<file path="src/rtl/vip_timing_pattern_gen.sv">
// Video timing generator with built-in test patterns (bars, gradient, checker, grey).
// Latency: one cycle from counter position to registered sync/href/RGB outputs.
// Backpressure: none; free-running once enabled, frames always complete before stopping.
//
// Ports:
//   clk, rst_n                 single clock, asynchronous active-low reset
//   enable                     run request, sampled in IDLE and at the last position of a frame
//   pattern_sel[1:0]           0 bars, 1 gradient, 2 checkerboard, 3 flat grey (latched per frame)
//   per_frame_vsync/hsync/href active-high syncs and data valid
//   per_img_red/green/blue     pixel data, zero outside href
//   frame_done                 one-cycle pulse on the output cycle of the last frame position
//   frame_cnt[15:0]            completed frame count, wraps
// Optional feature: define VTG_HIGHLIGHT_BOX_EN to paint a white box (BOX_X/Y/W/H) over any pattern.
module vip_timing_pattern_gen #(
  parameter int DATA_WIDTH = 8,
  parameter int H_ACTIVE   = 640,
  parameter int H_FP       = 16,
  parameter int H_SYNC     = 96,
  parameter int H_BP       = 48,
  parameter int V_ACTIVE   = 480,
  parameter int V_FP       = 10,
  parameter int V_SYNC     = 2,
  parameter int V_BP       = 33,
  parameter int BOX_X      = 0,
  parameter int BOX_Y      = 0,
  parameter int BOX_W      = 16,
  parameter int BOX_H      = 16
) (
  input  logic                  clk,
  input  logic                  rst_n,
  input  logic                  enable,
  input  logic [1:0]            pattern_sel,
  output logic                  per_frame_vsync,
  output logic                  per_frame_hsync,
  output logic                  per_frame_href,
  output logic [DATA_WIDTH-1:0] per_img_red,
  output logic [DATA_WIDTH-1:0] per_img_green,
  output logic [DATA_WIDTH-1:0] per_img_blue,
  output logic                  frame_done,
  output logic [15:0]           frame_cnt
);

  localparam int H_TOTAL = H_SYNC + H_BP + H_ACTIVE + H_FP;
  localparam int V_TOTAL = V_SYNC + V_BP + V_ACTIVE + V_FP;

  localparam logic [15:0] H_LAST  = 16'(H_TOTAL - 1);
  localparam logic [15:0] V_LAST  = 16'(V_TOTAL - 1);
  localparam logic [15:0] H_SYNC_E = 16'(H_SYNC);
  localparam logic [15:0] V_SYNC_E = 16'(V_SYNC);
  localparam logic [15:0] H_ACT_S = 16'(H_SYNC + H_BP);
  localparam logic [15:0] H_ACT_E = 16'(H_SYNC + H_BP + H_ACTIVE);
  localparam logic [15:0] V_ACT_S = 16'(V_SYNC + V_BP);
  localparam logic [15:0] V_ACT_E = 16'(V_SYNC + V_BP + V_ACTIVE);
  localparam logic [15:0] BAR_W   = 16'(H_ACTIVE / 8);

  localparam logic [DATA_WIDTH-1:0] ONES = {DATA_WIDTH{1'b1}};

  // Elaboration-time parameter sanity checks.
  if ((H_ACTIVE % 8) != 0) begin : g_bad_h_active
    $error("H_ACTIVE must be a multiple of 8");
  end
  if ((BOX_X < 0) || (BOX_Y < 0) || (BOX_W < 0) || (BOX_H < 0)) begin : g_bad_box
    $error("box parameters must be non-negative");
  end

  typedef enum logic {ST_IDLE = 1'b0, ST_RUN = 1'b1} state_t;

  state_t      r_state, w_state_nxt;
  logic [15:0] r_h_cnt, r_v_cnt, w_h_nxt, w_v_nxt;
  logic [1:0]  r_pat, w_pat_nxt;
  logic        w_at_end;

  assign w_at_end = (r_h_cnt == H_LAST) && (r_v_cnt == V_LAST);

  always_ff @(posedge clk or negedge rst_n) begin
    if (!rst_n) begin
      r_state <= ST_IDLE;
      r_h_cnt <= '0;
      r_v_cnt <= '0;
      r_pat   <= '0;
    end else begin
      r_state <= w_state_nxt;
      r_h_cnt <= w_h_nxt;
      r_v_cnt <= w_v_nxt;
      r_pat   <= w_pat_nxt;
    end
  end

  always_comb begin
    w_state_nxt = r_state;
    w_h_nxt     = r_h_cnt;
    w_v_nxt     = r_v_cnt;
    w_pat_nxt   = r_pat;
    case (r_state)
      ST_IDLE: begin
        w_h_nxt = '0;
        w_v_nxt = '0;
        if (enable) begin
          w_state_nxt = ST_RUN;
          w_pat_nxt   = pattern_sel;
        end
      end
      ST_RUN: begin
        if (r_h_cnt == H_LAST) begin
          w_h_nxt = '0;
          w_v_nxt = (r_v_cnt == V_LAST) ? 16'd0 : r_v_cnt + 16'd1;
        end else begin
          w_h_nxt = r_h_cnt + 16'd1;
        end
        // enable only matters at the frame boundary, so frames are never cut short.
        if (w_at_end) begin
          w_pat_nxt = pattern_sel;
          if (!enable) w_state_nxt = ST_IDLE;
        end
      end
      default: w_state_nxt = ST_IDLE;
    endcase
  end

  // Pixel generation for the current counter position.
  logic [15:0]           w_x, w_y;
  logic [7:0]            w_x8, w_y8;
  logic [2:0]            w_bar;
  logic                  w_href;
  logic [DATA_WIDTH-1:0] w_red, w_green, w_blue;

  assign w_x    = r_h_cnt - H_ACT_S;
  assign w_y    = r_v_cnt - V_ACT_S;
  assign w_x8   = 8'(w_x);
  assign w_y8   = 8'(w_y);
  assign w_bar  = 3'(w_x / BAR_W);
  assign w_href = (r_state == ST_RUN) &&
                  (r_h_cnt >= H_ACT_S) && (r_h_cnt < H_ACT_E) &&
                  (r_v_cnt >= V_ACT_S) && (r_v_cnt < V_ACT_E);

`ifdef VTG_HIGHLIGHT_BOX_EN
  localparam logic [15:0] BOX_XS = 16'(BOX_X);
  localparam logic [15:0] BOX_XE = 16'(BOX_X + BOX_W);
  localparam logic [15:0] BOX_YS = 16'(BOX_Y);
  localparam logic [15:0] BOX_YE = 16'(BOX_Y + BOX_H);
  logic w_in_box;
  assign w_in_box = (w_x >= BOX_XS) && (w_x < BOX_XE) && (w_y >= BOX_YS) && (w_y < BOX_YE);
`endif

  always_comb begin
    w_red   = '0;
    w_green = '0;
    w_blue  = '0;
    if (w_href) begin
      case (r_pat)
        2'd0: begin
          // Bar order white..black maps onto inverted bar-index bits.
          w_red   = w_bar[1] ? '0 : ONES;
          w_green = w_bar[2] ? '0 : ONES;
          w_blue  = w_bar[0] ? '0 : ONES;
        end
        2'd1: begin
          w_red   = DATA_WIDTH'(w_x8);
          w_green = DATA_WIDTH'(w_y8);
          w_blue  = DATA_WIDTH'(8'(w_x8 + w_y8));
        end
        2'd2: begin
          if (w_x8[3] ^ w_y8[3]) begin
            w_red   = ONES;
            w_green = ONES;
            w_blue  = ONES;
          end
        end
        default: begin
          w_red   = DATA_WIDTH'(frame_cnt[7:0]);
          w_green = DATA_WIDTH'(frame_cnt[7:0]);
          w_blue  = DATA_WIDTH'(frame_cnt[7:0]);
        end
      endcase
`ifdef VTG_HIGHLIGHT_BOX_EN
      if (w_in_box) begin
        w_red   = ONES;
        w_green = ONES;
        w_blue  = ONES;
      end
`endif
    end
  end

  always_ff @(posedge clk or negedge rst_n) begin
    if (!rst_n) begin
      per_frame_vsync <= 1'b0;
      per_frame_hsync <= 1'b0;
      per_frame_href  <= 1'b0;
      per_img_red     <= '0;
      per_img_green   <= '0;
      per_img_blue    <= '0;
      frame_done      <= 1'b0;
      frame_cnt       <= '0;
    end else if (r_state == ST_RUN) begin
      per_frame_hsync <= (r_h_cnt < H_SYNC_E);
      per_frame_vsync <= (r_v_cnt < V_SYNC_E);
      per_frame_href  <= w_href;
      per_img_red     <= w_red;
      per_img_green   <= w_green;
      per_img_blue    <= w_blue;
      frame_done      <= w_at_end;
      if (w_at_end) frame_cnt <= frame_cnt + 16'd1;
    end else begin
      per_frame_vsync <= 1'b0;
      per_frame_hsync <= 1'b0;
      per_frame_href  <= 1'b0;
      per_img_red     <= '0;
      per_img_green   <= '0;
      per_img_blue    <= '0;
      frame_done      <= 1'b0;
    end
  end

endmodule

</file>
<file path="config.mk">
export PLATFORM = sky130hd
export DESIGN_NAME = vip_timing_pattern_gen
export DESIGN_NICKNAME = d
export VERILOG_FILES = /design/src/rtl/vip_timing_pattern_gen.sv
export SDC_FILE = /design/constraint.sdc
export NUM_CORES = 1
export LEC_CHECK = 0
export CORE_MARGIN = 4
export CORE_UTILIZATION = 60
export CTS_CLUSTER_SIZE = 12
export DETAILED_ROUTE_END_ITERATION = 7
export GPL_TIMING_DRIVEN = 0
export PLACE_DENSITY = 0.86
export SLEW_MARGIN = 20
export SYNTH_ARGS = -nofsm -noshare
export SYNTH_HDL_FRONTEND = slang
export SYNTH_SLANG_ARGS = --single-unit
</file>
<file path="constraint.sdc">
create_clock -name clk -period 8.2 [get_ports clk]
set_input_delay 0.82 -clock clk [delete_from_list [all_inputs] [get_ports clk]]
set_output_delay 0.82 -clock clk [all_outputs]
set_load 0.1 [all_outputs]
</file>
; ---- Yosys cells after proc, flatten, opt, wreduce, memory -nomap -nowiden
; Cells that the tools add are included.
[classes]
mux = 28
reduce_logical = 8
n_div = 1
eq_ne = 7
n_lt_le_gt_ge = 6
n_addsub = 6
bitwise = 2
[op_table]
columns = cell, count
row1 = two-way mux 8 bit, 10
row2 = one-hot mux 8 bit (3 select lines), 3
row3 = one-hot mux 16 bit (2 select lines), 2
row4 = adder 16 x 1 -> 16 bit (second input constant), 3
row5 = two-way mux 16 bit, 3
row6 = == test 16 x 10 -> 1 bit (second input constant), 2
row7 = < comparator 16 x 10 -> 1 bit (second input constant), 2
row8 = divider 16 x 7 -> 16 bit (second input constant), 1
row9 = greater-or-equal comparator 16 x 6 -> 1 bit (second input constant), 1
row10 = greater-or-equal comparator 16 x 8 -> 1 bit (second input constant), 1
row11 = < comparator 16 x 2 -> 1 bit (second input constant), 1
row12 = < comparator 16 x 7 -> 1 bit (second input constant), 1
row13 = subtractor 16 x 8 -> 16 bit (second input constant), 1
row14 = adder 8 bit, 1
row15 = subtractor 8 x 6 -> 8 bit (second input constant), 1
row16 = two-way mux 1 bit, 6
row17 = logical AND 1 bit, 5
row18 = two-way mux 2 bit, 2
row19 = inequality test 2 x 1 -> 1 bit (second input constant), 2
row20 = one-hot mux 2 bit (2 select lines), 1
row21 = AND reduction 2 bit, 2
row22 = == test 2 x 1 -> 1 bit (second input constant), 1
row23 = == test 2 bit (second input constant), 1
row24 = zero test 2 bit, 1
row25 = other kinds (4), 4
[totals]
output_inout_bits = 44
ff_bits = 79
in_bits = 5

; ---- Logic depth before layout (Yosys ltp)
; Gate-level depths: netlist of run 1.
[depth]
depth_word = 7
mapped_depth = 17
mapped_depth_nobuf = 15

; ---- Worst setup path before layout of run 1
; Ideal clock, no wire load.
[synth_timing]
kind = register -> register
start = reg r_h_cnt[4]
end = reg per_img_blue[6]
t_arrival_ns = 4.247
slack_ns = 3.849
synth_period_minus_slack_ns = 4.351
setup_ns = 0.104
n_path_buf = 1
stages_incl_launch_ff = 17
path_cell_list = dfrtp_1 > clkbuf_1 > inv_1 > ha_1 > nor2b_1 > o21ai_0 > mux2_2 > a2bb2oi_1 > nand3_1 > a311o_1 > nor2_2 > xnor2_1 > a32o_1 > or4b_4 > o211ai_2 > o311ai_4 > a221oi_1
[synth_via]
elab_chain_cells = 7
[synth_lines]
columns = element, line_no
row1 = from (decl), 69  ; logic [15:0] r_h_cnt, r_v_cnt, w_h_nxt, w_v_nxt;
row2 = from (signal assigned), 83  ; r_h_cnt <= w_h_nxt;
row3 = "parallel branches: the longest is 5 deep, another holds subtractor 16 x 8 -> 16 bit", --
row4 = two-way mux 8 bit *, 149  ; if (w_href) begin
row5 = two-way mux 8 bit *, 195  ; end else if (r_state == ST_RUN) begin
row6 = to (signal assigned), 201  ; per_img_blue <= w_blue;
row7 = to (decl), 38  ; output logic [DATA_WIDTH-1:0] per_img_blue,
; Mark *: on every way between the ends.
; A chain may end at the register's enable or synchronous reset.

; ---- Worst setup path in the final report of run 1
[layout_timing]
start = reg r_h_cnt[4]
end = reg per_img_blue[0]
; The elaborated chain is that of the path after synthesis.

==> results of run 1 <==
==> worst max-delay path: stages (launching register included) <==
cell	delay (ns)
sky130_fd_sc_hd__dfrtp_1	0.39
sky130_fd_sc_hd__clkbuf_1	0.30
sky130_fd_sc_hd__inv_1	0.17
sky130_fd_sc_hd__ha_1	0.27
sky130_fd_sc_hd__nor2b_1	0.21
sky130_fd_sc_hd__o21ai_0	0.50
sky130_fd_sc_hd__mux2_2	0.40
sky130_fd_sc_hd__a2bb2oi_1	0.27
sky130_fd_sc_hd__nand3_1	0.17
sky130_fd_sc_hd__a311oi_2	0.58
sky130_fd_sc_hd__a211oi_1	0.22
sky130_fd_sc_hd__a2111oi_2	0.68
sky130_fd_sc_hd__nor2_1	0.12
sky130_fd_sc_hd__a221o_1	0.37
sky130_fd_sc_hd__o22ai_1	0.52
sky130_fd_sc_hd__a221oi_1	0.21
==> flip-flops by register name (all words and copies together), names as in the netlist <==
| name | flops |
|---|---|
| frame_cnt | 16 |
| frame_done | 1 |
| per_frame_href | 1 |
| per_frame_hsync | 1 |
| per_frame_vsync | 1 |
| per_img_blue | 8 |
| per_img_green | 8 |
| per_img_red | 8 |
| r_h_cnt | 16 |
| r_pat | 2 |
| r_state | 1 |
| r_v_cnt | 16 |
==> cell type report <==
cell class | instances | share of cell area
flip-flops and latches | 79 | 0.304
multi-input cells | 547 | 0.532
clock inverters | 6 | 0.00770
inverters | 19 | 0.0110
well taps | 111 | 0.0214
clock buffers | 10 | 0.0212
plain buffers | 37 | 0.0245
repair buffers | 49 | 0.0778
==> cell families after synthesis <==
group                      share of synthesized area
xor gates and xnor gates                      0.0758
and+or+nand+nor                                0.246
DFF                                            0.349
AOI/OAI and AO/OA                              0.240
buffers and inverters                         0.0406
adders and majority gates                     0.0367
muxes                                         0.0115
==> metal layers <==
metal / routed length, µm / vias up / share of wire / global-route usage
li1: - / 2613 / - / -
met1: 6290 / 2656 / 0.41 / 0.354
met2: 7580 / 231 / 0.50 / 0.485
met3: 878 / 44 / 0.058 / 0.0408
met4: 478 / 0 / 0.031 / 0.122
met5: 0 / - / 0 / 0
==> per-stage QoR <==
| stage | util | cells | hold slack (ns) | setup slack [ns] | total power [µW] |
|---|---|---|---|---|---|
| 6_report | 0.706 | 858 | 0.388 | 2.66 | 689 |
| 3_3_place_gp | 0.683 | 841 | 0.465 | 2.88 | 419 |
| 2_1_floorplan | - | 682 | 0.488 | 3.85 | 407 |
| 4_1_cts | 0.706 | 858 | 0.398 | 2.76 | 693 |
| 3_5_place_dp | 0.686 | 842 | 0.472 | 2.79 | 421 |
| 5_1_grt | 0.706 | 858 | 0.408 | 2.24 | 712 |
==> cell usage after synthesis, drive strengths merged, types with 18 or more instances <==
cell type,instances
dfrtp,79
nand2,70
nor2,64
a21oi,52
o21ai,50
xnor2,30
clkbuf,29
nand3,27
and2,24
nor3,20
xor2,19
inv,18
==> report_power, final <==
group / internal [µW] / switching [µW] / leakage, µW
Sequential: 390 / 0.252 / 0.00107
Combinational: 6.78 / 16.7 / 0.00161
Clock: 122 / 154 / 0.0000899
Total: 518 / 171 / 0.00277
==> worst max-delay path by stage <==
stage | from | endpoint | cells after the start
finish | r_h_cnt[4] | per_img_blue[0] | 15
global route | r_h_cnt[4] | per_img_blue[0] | 15
CTS | r_h_cnt[4] | per_img_blue[0] | 15
detailed placement | r_h_cnt[4] | per_img_blue[6] | 15
global placement | r_h_cnt[4] | per_img_blue[7] | 15
floorplan | r_h_cnt[4] | per_img_blue[6] | 16
==> summary.txt, run 1 <==
Place
  – Post-placement cell area: 0.00631 mm²
  – Post-detailed-placement half-perimeter wirelength: 11600 µm
  – Port bufs: 48
  – Routability Congestion: 0.969

Timing
  – Measured slew at the worst slew-check pin: 0.997 ns
  – Hold violation total from the final report: 0
  – Min Clock Period, post-route: 5.54 ns
  – Final count of negative-setup-slack endpoints: 0
  – Setup repair after global routing missed its margin: false
  – Clock tree skew after final layout: 0.0148 ns
  – Setup_tns: 0 ns
  – Count of pins over their slew limit: 0
  – Worst slew slack as a fraction of its limit: 0.333
  – Share of the clock period used by the worst path after layout: 0.675
  – Fmax: 181 MHz

Routing
  – Average wire per standard cell: 17.8 µm
  – Routed Antenna Nets: 0
  – Final routed DRC violation total: 0
  – Length of the first detailed-routing pass in iterations: 5
  – Total length of routed wires: 15200 µm
  – DR iter-0 viols: 433
  – Vias per inst: 6.46
  – Number of vias in the routed layout: 5544

Final layout
  – Post-layout instance area: 0.00650 mm²
  – Filler cells: 716
  – Combined flip-flop and latch cell area: 0.00198 mm²
  – Footprint of the multi-input gates: 0.00346 mm²
  – Count of antenna diodes in the layout: 0
  – Proportion of layout cells with a drive suffix above 1: 0.0616
  – Leading cell types in the layout, fill and taps excluded: sky130_fd_sc_hd__dfrtp_1, sky130_fd_sc_hd__nand2_1, sky130_fd_sc_hd__nor2_1, sky130_fd_sc_hd__a21oi_1, sky130_fd_sc_hd__o21ai_0
  – Net count, final: 763
  – Synthesis-to-layout area growth: 14.7%
  – Most common library cell in the layout ignoring fill and taps: sky130_fd_sc_hd__dfrtp_1

Worst setup path
  – Top fanout value on the critical path: 8
  – Launch instance of the worst register-to-register path: r_h_cnt[4]
  – Worst path arrival time: 5.72 ns
  – Critical Path Source Type: flip-flop
  – Kind of critical path: flip-flop to flip-flop
  – Number of cell instances on the worst register-to-register path: 15
  – Critical path capture point type: flip-flop
  – Worst R2R End: per_img_blue[0]
  – Critical Path RT: 8.39 ns
  – Reg-to-reg setup timing slack: 2.66 ns

Clock network
  – Number of buffers added for setup after CTS: 0
  – CTS resizes: 0
  – Hold Buf Count CTS: 0
  – CTS tree: yes
  – Maximum clock insertion buffer count: 2
  – Clock-pin slew of the registers on the worst-case setup and hold paths: 0.09 ns
  – TritonCTS buffer count: 9
  – Clock H-tree levels: 3
  – Source-to-sink clock delay at the later pin of the worst-skew pair: 0.36 ns
  – Sink count of the clock tree: 79
  – Cell at the root of the clock tree: sky130_fd_sc_hd__clkbuf_8

Global routing
  – Combined global-route utilization of all metal layers: 0.282
  – Initial antenna violation count: 0
  – Gr ovfl total: 0
  – Pin count of the biggest net entering global routing: 50
  – Global-route wire length before repair: 25900 µm
  – Vias in the first global route: 5451

Floorplan
  – Initial core utilization: 0.616
  – Boundary Pins: 49
  – Number of placement rows: 35
  – Height of the die: 105 µm
  – Die Outline Area: 0.0111 mm²
  – Core region area: 0.00920 mm²
  – Width of the die: 105 µm

Yosys
  – Post-synth EDFFs: 0
  – Yosys cell types: 80
  – Post-synth net total: 703
  – Dominant synthesized flop cell: sky130_fd_sc_hd__dfrtp_1
  – Top-area cell type share of the netlist area: 0.349
  – Number of cells produced by synthesis: 682
  – Area of the mapped netlist: 0.00566 mm²
  – Number of flip-flops and latches in the synthesized netlist: 79
  – Register area share after synthesis: 0.349
  – Fraction of registers with async set or reset after synthesis: 1.00
  – Post-synthesis average cell area: 8.31 µm²
  – Largest cells by area after synthesis: sky130_fd_sc_hd__dfrtp_1, sky130_fd_sc_hd__nand2_1, sky130_fd_sc_hd__xnor2_1, sky130_fd_sc_hd__a21oi_1, sky130_fd_sc_hd__o21ai_0
  – Cell taking the most area after synthesis: sky130_fd_sc_hd__dfrtp_1
  – Synthesis warning total: 0

Power and ir drop
  – Areal power density over the cells: 106 mW/mm²
  – Leakage power of the design: 0.00277 µW
  – IR Drop Worst-Case VDD: 0.129 mV

Run status
  – Status: completed

Job
  – Number of max-cap violations: 0

Worst hold path
  – Worst min-delay path category: input port to async pin
No activity file was read; power rests on OpenSTA's default activity.
==> inputs of run 2 (changes only) <==
Settings changed: CORE_UTILIZATION 60 to 53, PLACE_DENSITY 0.86 to 0.81.
Clock period 8.2 ns to 4.6 ns, I/O delays scaled along.
==> run 2 against run 1 <==
  * Critical path depth is 1 lower
  * Clock skew is 0.0015 ns lower
  * Critical endpoint is now per_img_blue[7]
  * Register-to-register slack worse by 2.6 ns
  * Setup slack worse by 2.6 ns
  * Combinational power is 85% higher
==> summary.txt, run 2 (same netlist as run 1, synthesis figures left out) <==
Run status
  – Status: completed (unchanged)

Routing
  – Final routed DRC violation total: 0 (unchanged)
  – Total length of routed wires: 15700 µm (was 15200 µm)
  – DR iter-0 viols: 678 (was 433)
  – Number of vias in the routed layout: 5615 (was 5544)
  – Length of the first detailed-routing pass in iterations: 6 (was 5)
  – Average wire per standard cell: 17.4 µm (was 17.8 µm)
  – Routed Antenna Nets: 0 (unchanged)
  – Vias per inst: 6.22 (was 6.46)

Timing
  – Worst slew slack as a fraction of its limit: 0.341 (was 0.333)
  – Hold violation total from the final report: 0 (unchanged)
  – Final count of negative-setup-slack endpoints: 0 (unchanged)
  – Count of pins over their slew limit: 0 (unchanged)
  – Measured slew at the worst slew-check pin: 0.986 ns (was 0.997 ns)
  – Hold Slack: 0.476 ns (was 0.388 ns)
  – Share of the clock period used by the worst path after layout: 0.987 (was 0.675)
  – Setup_tns: 0 ns (unchanged)
  – Min Clock Period, post-route: 4.54 ns (was 5.54 ns)
  – Fmax: 220 MHz (was 181 MHz)
  – Clock tree skew after final layout: 0.0133 ns (was 0.0148 ns)

Global routing
  – Combined global-route utilization of all metal layers: 0.245 (was 0.282)
  – Vias in the first global route: 5431 (was 5451)
  – Global-route track usage on met2: 0.413 (was 0.485)
  – Pin count of the biggest net entering global routing: 61 (was 50)
  – Initial antenna violation count: 0 (unchanged)
  – Global Route met3 Usage: 0.0418 (was 0.0408)
  – Global-route wire length before repair: 25700 µm (was 25900 µm)
  – GR peak layer: met2 (unchanged)
  – Gr ovfl total: 0 (unchanged)
  – Global-route met1 utilization: 0.311 (was 0.354)

Place
  – Routability Congestion: 0.900 (was 0.969)
  – Placed Cells: 867 (was 842)
  – Post-detailed-placement half-perimeter wirelength: 11100 µm (was 11600 µm)
  – Port bufs: 48 (unchanged)
  – Post-placement cell area: 0.00634 mm² (was 0.00631 mm²)

Worst setup path
  – Kind of critical path: flip-flop to flip-flop (unchanged)
  – Worst R2R End: per_img_blue[7] (was per_img_blue[0])
  – Top fanout value on the critical path: 8 (unchanged)
  – Critical Path RT: 4.84 ns (was 8.39 ns)
  – Reg-to-reg setup timing slack: 0.06 ns (was 2.66 ns)
  – Number of cell instances on the worst register-to-register path: 14 (was 15)
  – Critical Path Source Type: flip-flop (unchanged)
  – Critical path capture point type: flip-flop (unchanged)
  – Worst path arrival time: 4.78 ns (was 5.72 ns)
  – Launch instance of the worst register-to-register path: r_h_cnt[10] (was r_h_cnt[4])

Clock network
  – Maximum clock insertion buffer count: 2 (unchanged)
  – Cell at the root of the clock tree: sky130_fd_sc_hd__clkbuf_8 (unchanged)
  – Sink count of the clock tree: 79 (unchanged)
  – Source-to-sink clock delay at the later pin of the worst-skew pair: 0.36 ns (about the same)
  – CTS tree: yes (unchanged)
  – Clock H-tree levels: 3 (unchanged)
  – TritonCTS buffer count: 9 (unchanged)
  – Clock-pin slew of the registers on the worst-case setup and hold paths: 0.10 ns (was 0.09 ns)

Floorplan
  – Height of the die: 111 µm (was 105 µm)
  – Number of placement rows: 37 (was 35)
  – Boundary Pins: 49 (unchanged)
  – Initial core utilization: 0.546 (was 0.616)
  – Core region area: 0.0104 mm² (was 0.00920 mm²)
  – Width of the die: 111 µm (was 105 µm)
  – Die Outline Area: 0.0124 mm² (was 0.0111 mm²)

Final layout
  – Post-layout instance area: 0.00696 mm² (was 0.00650 mm²)
  – Count of antenna diodes in the layout: 0 (unchanged)
  – Footprint of the multi-input gates: 0.00371 mm² (was 0.00346 mm²)
  – Leading cell types in the layout, fill and taps excluded: sky130_fd_sc_hd__dfrtp_1, sky130_fd_sc_hd__nand2_1, sky130_fd_sc_hd__nor2_1, sky130_fd_sc_hd__a21oi_1, sky130_fd_sc_hd__clkdlybuf4s50_1 (was sky130_fd_sc_hd__dfrtp_1, sky130_fd_sc_hd__nand2_1, sky130_fd_sc_hd__nor2_1, sky130_fd_sc_hd__a21oi_1, sky130_fd_sc_hd__o21ai_0)
  – Final cell utilization of the core: 0.671 (was 0.706)
  – Number of non-filler instances in the completed layout: 903 (was 858)
  – Combined flip-flop and latch cell area: 0.00198 mm² (about the same)
  – Net count, final: 783 (was 763)
  – Synthesis-to-layout area growth: 22.9% (was 14.7%)
  – Biggest regs: frame_cnt x16, r_h_cnt x16, r_v_cnt x16 (unchanged)
  – Most common library cell in the layout ignoring fill and taps: sky130_fd_sc_hd__dfrtp_1 (unchanged)
  – Filler cells: 874 (was 716)
  – Proportion of layout cells with a drive suffix above 1: 0.140 (was 0.0616)

Worst hold path
  – Number of cells on the worst hold path: 1
  – Worst min-delay path category: flip-flop to flip-flop (was input port to async pin)
  – Destination of the worst hold path: frame_cnt[15]
  – Hold_sp: frame_cnt[15]

Power and ir drop
  – IR Drop Worst-Case VDD: 0.201 mV (was 0.129 mV)
  – Leakage power of the design: 0.00293 µW (was 0.00277 µW)
  – Areal power density over the cells: 178 mW/mm² (was 106 mW/mm²)

Job
  – Number of max-cap violations: 0 (unchanged)
## run 2: changes by cell type in the layout (fill, tap and decap cells not counted), moves of 3 or more
cell and change:
sky130_fd_sc_hd__o21ai_1 +3, sky130_fd_sc_hd__a221oi_2 +6, sky130_fd_sc_hd__a221oi_1 -6, sky130_fd_sc_hd__clkbuf_1 -5, sky130_fd_sc_hd__buf_4 +21, sky130_fd_sc_hd__buf_2 -3, sky130_fd_sc_hd__o21ai_0 -5, sky130_fd_sc_hd__clkbuf_2 +3
## run 2: worst max-delay path: stages (launching register included)
cell                       delay [ns]
sky130_fd_sc_hd__dfrtp_1         0.47
sky130_fd_sc_hd__or3_4           0.39
sky130_fd_sc_hd__buf_6           0.14
sky130_fd_sc_hd__o41a_1          0.41
sky130_fd_sc_hd__o21ai_1         0.25
sky130_fd_sc_hd__nand2_2         0.17
sky130_fd_sc_hd__a311oi_4        0.44
sky130_fd_sc_hd__and2_4          0.26
sky130_fd_sc_hd__a211oi_4        0.05
sky130_fd_sc_hd__a222oi_1        0.33
sky130_fd_sc_hd__o21ai_1         0.17
sky130_fd_sc_hd__or4b_4          0.59
sky130_fd_sc_hd__o211ai_4        0.13
sky130_fd_sc_hd__o311ai_4        0.23
sky130_fd_sc_hd__a221oi_1        0.39
## run 2: what timing repair did
item                                   CTS  global route
hold buffers                             1             0
setup buffers                            3            18
endpoints found under the hold margin   19             0
pin swaps                                0            16
setup endpoints to repair               24            24
resized for setup                       19            50
## run 2: worst max path at each step
stage                      startpoint               to  slack (ns)  cells after the start
after floorplan            r_h_cnt[4]  per_img_blue[6]        0.25                     16
after global placement     r_h_cnt[4]  per_img_blue[6]       -0.59                     15
after detailed placement   r_h_cnt[4]  per_img_blue[6]       -0.83                     15
after CTS                  r_h_cnt[9]  per_img_blue[7]      -0.003                     16
after global routing       r_h_cnt[6]  per_img_blue[7]       -0.11                     16
final                     r_h_cnt[10]  per_img_blue[7]        0.06                     14
## run 2: stage by stage
step                      power, µW  setup WS, ns
final                          1240        0.0588
after global routing           1290        -0.108
after CTS                      1250      -0.00268
after detailed placement        750        -0.831
after global placement          747        -0.587
after floorplan                 726         0.249
## run 2: report_power, final
group / total, µW / internal, µW / switching (µW)
registers: 695 / 695 / 0.447
logic: 43.4 / 12.8 / 30.6
clock network: 497 / 219 / 278
total: 1240 / 927 / 309
## run 2: area by class of cell
cell class                      count  share of cell area
Inverter                           19              0.0102
Clock inverter                      6             0.00755
Buffer                             35              0.0234
Timing Repair Buffer               71              0.0967
Tap cell                          136              0.0245
Clock buffer                       10              0.0198
Sequential cell                    79               0.284
Multi-Input combinational cell    547               0.533
## run 2: routing by layer
| metal | wire (µm) | vias up |
|---|---|---|
| met2 | 7840 | 207 |
| met4 | 536 | 0 |
| li1 | - | 2657 |
| met1 | 6560 | 2700 |
| met3 | 771 | 51 |
| met5 | 0 | - |
==> inputs of run 3 (changes only) <==
Settings changed: SLEW_MARGIN 20 to 25.
==> run 3 against run 2 <==
  * Largest power group unchanged
  * Via count is 0.11% lower
  * Setup slack better by 0.074 ns
  * Clock skew is 0.0082 ns higher
  * Clock power is 0.8% higher
  * Total power is 0.57% higher
  * Utilization is 0.69 points higher
  * Worst hold slack hardly changed
  * Global-route usage is 0.60 points higher
  * Final cell count is 0.44% higher
  * Design area is 1.0% higher
  * Count of clock-buffer cells in the layout stayed put
  * Non-clock buffer count is 4 higher
==> summary.txt, run 3 (same netlist as run 1, synthesis figures left out) <==
Timing
  – Clock tree skew after final layout: 0.0216 ns (was 0.0133 ns)
  – Hold Slack: 0.477 ns (was 0.476 ns)
  – Measured slew at the worst slew-check pin: 0.997 ns (was 0.986 ns)
  – Worst slew slack as a fraction of its limit: 0.333 (was 0.341)
  – Count of pins over their slew limit: 0 (unchanged)
  – Worst setup slack after layout: 0.133 ns (was 0.0588 ns)
  – Fmax: 224 MHz (was 220 MHz)
  – Final count of negative-setup-slack endpoints: 0 (unchanged)
  – Min Clock Period, post-route: 4.47 ns (was 4.54 ns)
  – Share of the clock period used by the worst path after layout: 0.971 (was 0.987)
  – Hold violation total from the final report: 0 (unchanged)

Final layout
  – Combined flip-flop and latch cell area: 0.00198 mm² (about the same)
  – Net count, final: 787 (was 783)
  – Proportion of layout cells with a drive suffix above 1: 0.152 (was 0.140)
  – Biggest regs: frame_cnt x16, r_h_cnt x16, r_v_cnt x16 (unchanged)
  – Filler cells: 830 (was 874)
  – Leading cell types in the layout, fill and taps excluded: sky130_fd_sc_hd__dfrtp_1, sky130_fd_sc_hd__nand2_1, sky130_fd_sc_hd__nor2_1, sky130_fd_sc_hd__a21oi_1, sky130_fd_sc_hd__clkdlybuf4s50_1 (unchanged)
  – Count of antenna diodes in the layout: 0 (unchanged)
  – Synthesis-to-layout area growth: 24.1% (was 22.9%)
  – Footprint of the multi-input gates: 0.00374 mm² (was 0.00371 mm²)
  – Most common library cell in the layout ignoring fill and taps: sky130_fd_sc_hd__dfrtp_1 (unchanged)

Worst setup path
  – Cell type of the slowest stage on the worst timing path: sky130_fd_sc_hd__or4b_4 (unchanged)
  – Reg-to-reg setup timing slack: 0.13 ns (was 0.06 ns)
  – CP delay by family, top: compound AO/OA/AOI/OAI gates (unchanged)
  – Launch instance of the worst register-to-register path: r_h_cnt[4] (was r_h_cnt[10])
  – Critical Path RT: 4.86 ns (was 4.84 ns)
  – Worst R2R End: per_img_blue[1] (was per_img_blue[7])
  – Crit-path cells: buf_4 > o31a_4 > o41a_1 > o21a_1 > o211a_1 > a211oi_4 > and2_1 > buf_6 > a211oi_4 > a222oi_1 > o21ai_1 > or4b_4 > o211ai_4 > o311ai_4 > buf_12 > a221oi_4 (was or3_4 > buf_6 > o41a_1 > o21ai_1 > nand2_2 > a311oi_4 > and2_4 > a211oi_4 > a222oi_1 > o21ai_1 > or4b_4 > o211ai_4 > o311ai_4 > a221oi_1)
  – Worst path arrival time: 4.73 ns (was 4.78 ns)
  – Critical path buffers and inverters: 3 (was 1)
  – Top fanout value on the critical path: 9 (was 8)
  – Critical Path Source Type: flip-flop (unchanged)
  – Number of cell instances on the worst register-to-register path: 16 (was 14)
  – Most used cell along the critical path: sky130_fd_sc_hd__a211oi_4 (was sky130_fd_sc_hd__o21ai_1)
  – Largest stage delay on the critical path: 0.58 ns (was 0.59 ns)
  – Critical path capture point type: flip-flop (unchanged)
  – Kind of critical path: flip-flop to flip-flop (unchanged)

Power and ir drop
  – Total power after layout: 1240 µW (about the same)
  – Areal power density over the cells: 177 mW/mm² (was 178 mW/mm²)
  – IR Drop Worst-Case VDD: 0.197 mV (was 0.201 mV)
  – Leakage power of the design: 0.00298 µW (was 0.00293 µW)

Clock network
  – TritonCTS buffer count: 9 (unchanged)
  – CTS tree: yes (unchanged)
  – Sink count of the clock tree: 79 (unchanged)
  – Cell at the root of the clock tree: sky130_fd_sc_hd__clkbuf_8 (unchanged)
  – Clock H-tree levels: 3 (unchanged)
  – Source-to-sink clock delay at the later pin of the worst-skew pair: 0.37 ns (was 0.36 ns)
  – Maximum clock insertion buffer count: 2 (unchanged)
  – Clock-pin slew of the registers on the worst-case setup and hold paths: 0.10 ns (about the same)

Global routing
  – Vias in the first global route: 5473 (was 5431)
  – Global-route wire length before repair: 26200 µm (was 25700 µm)
  – Pin count of the biggest net entering global routing: 58 (was 61)
  – Initial antenna violation count: 0 (unchanged)
  – Gr ovfl total: 0 (unchanged)
  – Combined global-route utilization of all metal layers: 0.251 (was 0.245)

Routing
  – Number of vias in the routed layout: 5609 (was 5615)
  – Vias per inst: 6.18 (was 6.22)
  – DR iter-0 viols: 584 (was 678)
  – Final routed DRC violation total: 0 (unchanged)
  – Total length of routed wires: 15900 µm (was 15700 µm)
  – Routed Antenna Nets: 0 (unchanged)
  – Average wire per standard cell: 17.5 µm (was 17.4 µm)
  – Length of the first detailed-routing pass in iterations: 5 (was 6)

Place
  – Port bufs: 48 (unchanged)
  – Post-detailed-placement half-perimeter wirelength: 11100 µm (about the same)
  – Setup slack after placement: -0.797 ns (was -0.831 ns)
  – Routability Congestion: 0.900 (unchanged)

Floorplan
  – Height of the die: 111 µm (unchanged)
  – Number of placement rows: 37 (unchanged)
  – Width of the die: 111 µm (unchanged)
  – Boundary Pins: 49 (unchanged)
  – Initial core utilization: 0.546 (unchanged)
  – Die Outline Area: 0.0124 mm² (unchanged)
  – Core region area: 0.0104 mm² (unchanged)

Job
  – Number of max-cap violations: 0 (unchanged)

Worst hold path
  – Hold_sp: frame_cnt[15] (unchanged)
  – Worst min-delay path category: flip-flop to flip-flop (unchanged)
  – Number of cells on the worst hold path: 1 (unchanged)
  – Destination of the worst hold path: frame_cnt[15] (unchanged)

Run status
  – Status: completed (unchanged)
-- run 3: repair_timing --
action | 4_1_cts | 5_1_grt
gates resized for setup | 25 | 50
hold endpoints to repair | 22 | 0
setup buffers | 4 | 20
endpoints found under the setup margin | 24 | 24
pin swaps | 2 | 16
hold buffers | 1 | 0
-- run 3: layer usage --
metal	vias up	GRT usage	share of wire
li1	2658	-	-
met1	2739	0.319	0.43
met2	175	0.434	0.51
met3	37	0.0310	0.041
met4	0	0.101	0.024
met5	-	0	0
-- run 3: final cells by class --
class	count	area share
buffer	36	0.0242
clock inverter	6	0.00747
clock buffer	10	0.0196
multi-input combinational	547	0.532
timing repair buffer	74	0.101
sequential	79	0.282
tap	136	0.0242
inverter	19	0.0101
-- run 3: worst max path at each step --
stage                     startpoint         endpoint  slack [ns]  cells past startpoint
after floorplan           r_h_cnt[4]  per_img_blue[6]        0.25                     16
after global placement    r_h_cnt[4]  per_img_blue[6]       -0.59                     15
after detailed placement  r_h_cnt[4]  per_img_blue[6]       -0.80                     15
after CTS                 r_h_cnt[9]  per_img_blue[3]       0.008                     16
after global routing      r_h_cnt[5]  per_img_blue[0]       -0.03                     16
final                     r_h_cnt[4]  per_img_blue[1]        0.13                     16
-- run 3: per-stage QoR --
stage                     cells  instance area, µm²  utilization  TNS, ns
final                       907                7030        0.678        0
after global routing        907                7030        0.678   -0.118
after CTS                   887                6690        0.645        0
after detailed placement    867                6340        0.611   -12.75
after global placement      866                6310        0.609    -9.50
after floorplan             682                5660            -        0
-- run 3: power breakdown --
| group | internal [µW] | leakage [µW] | switching (µW) |
|---|---|---|---|
| clock network | 219 | 0.0000914 | 282 |
| logic | 14.4 | 0.00182 | 31.8 |
| registers | 695 | 0.00107 | 0.451 |
| total | 928 | 0.00298 | 314 |
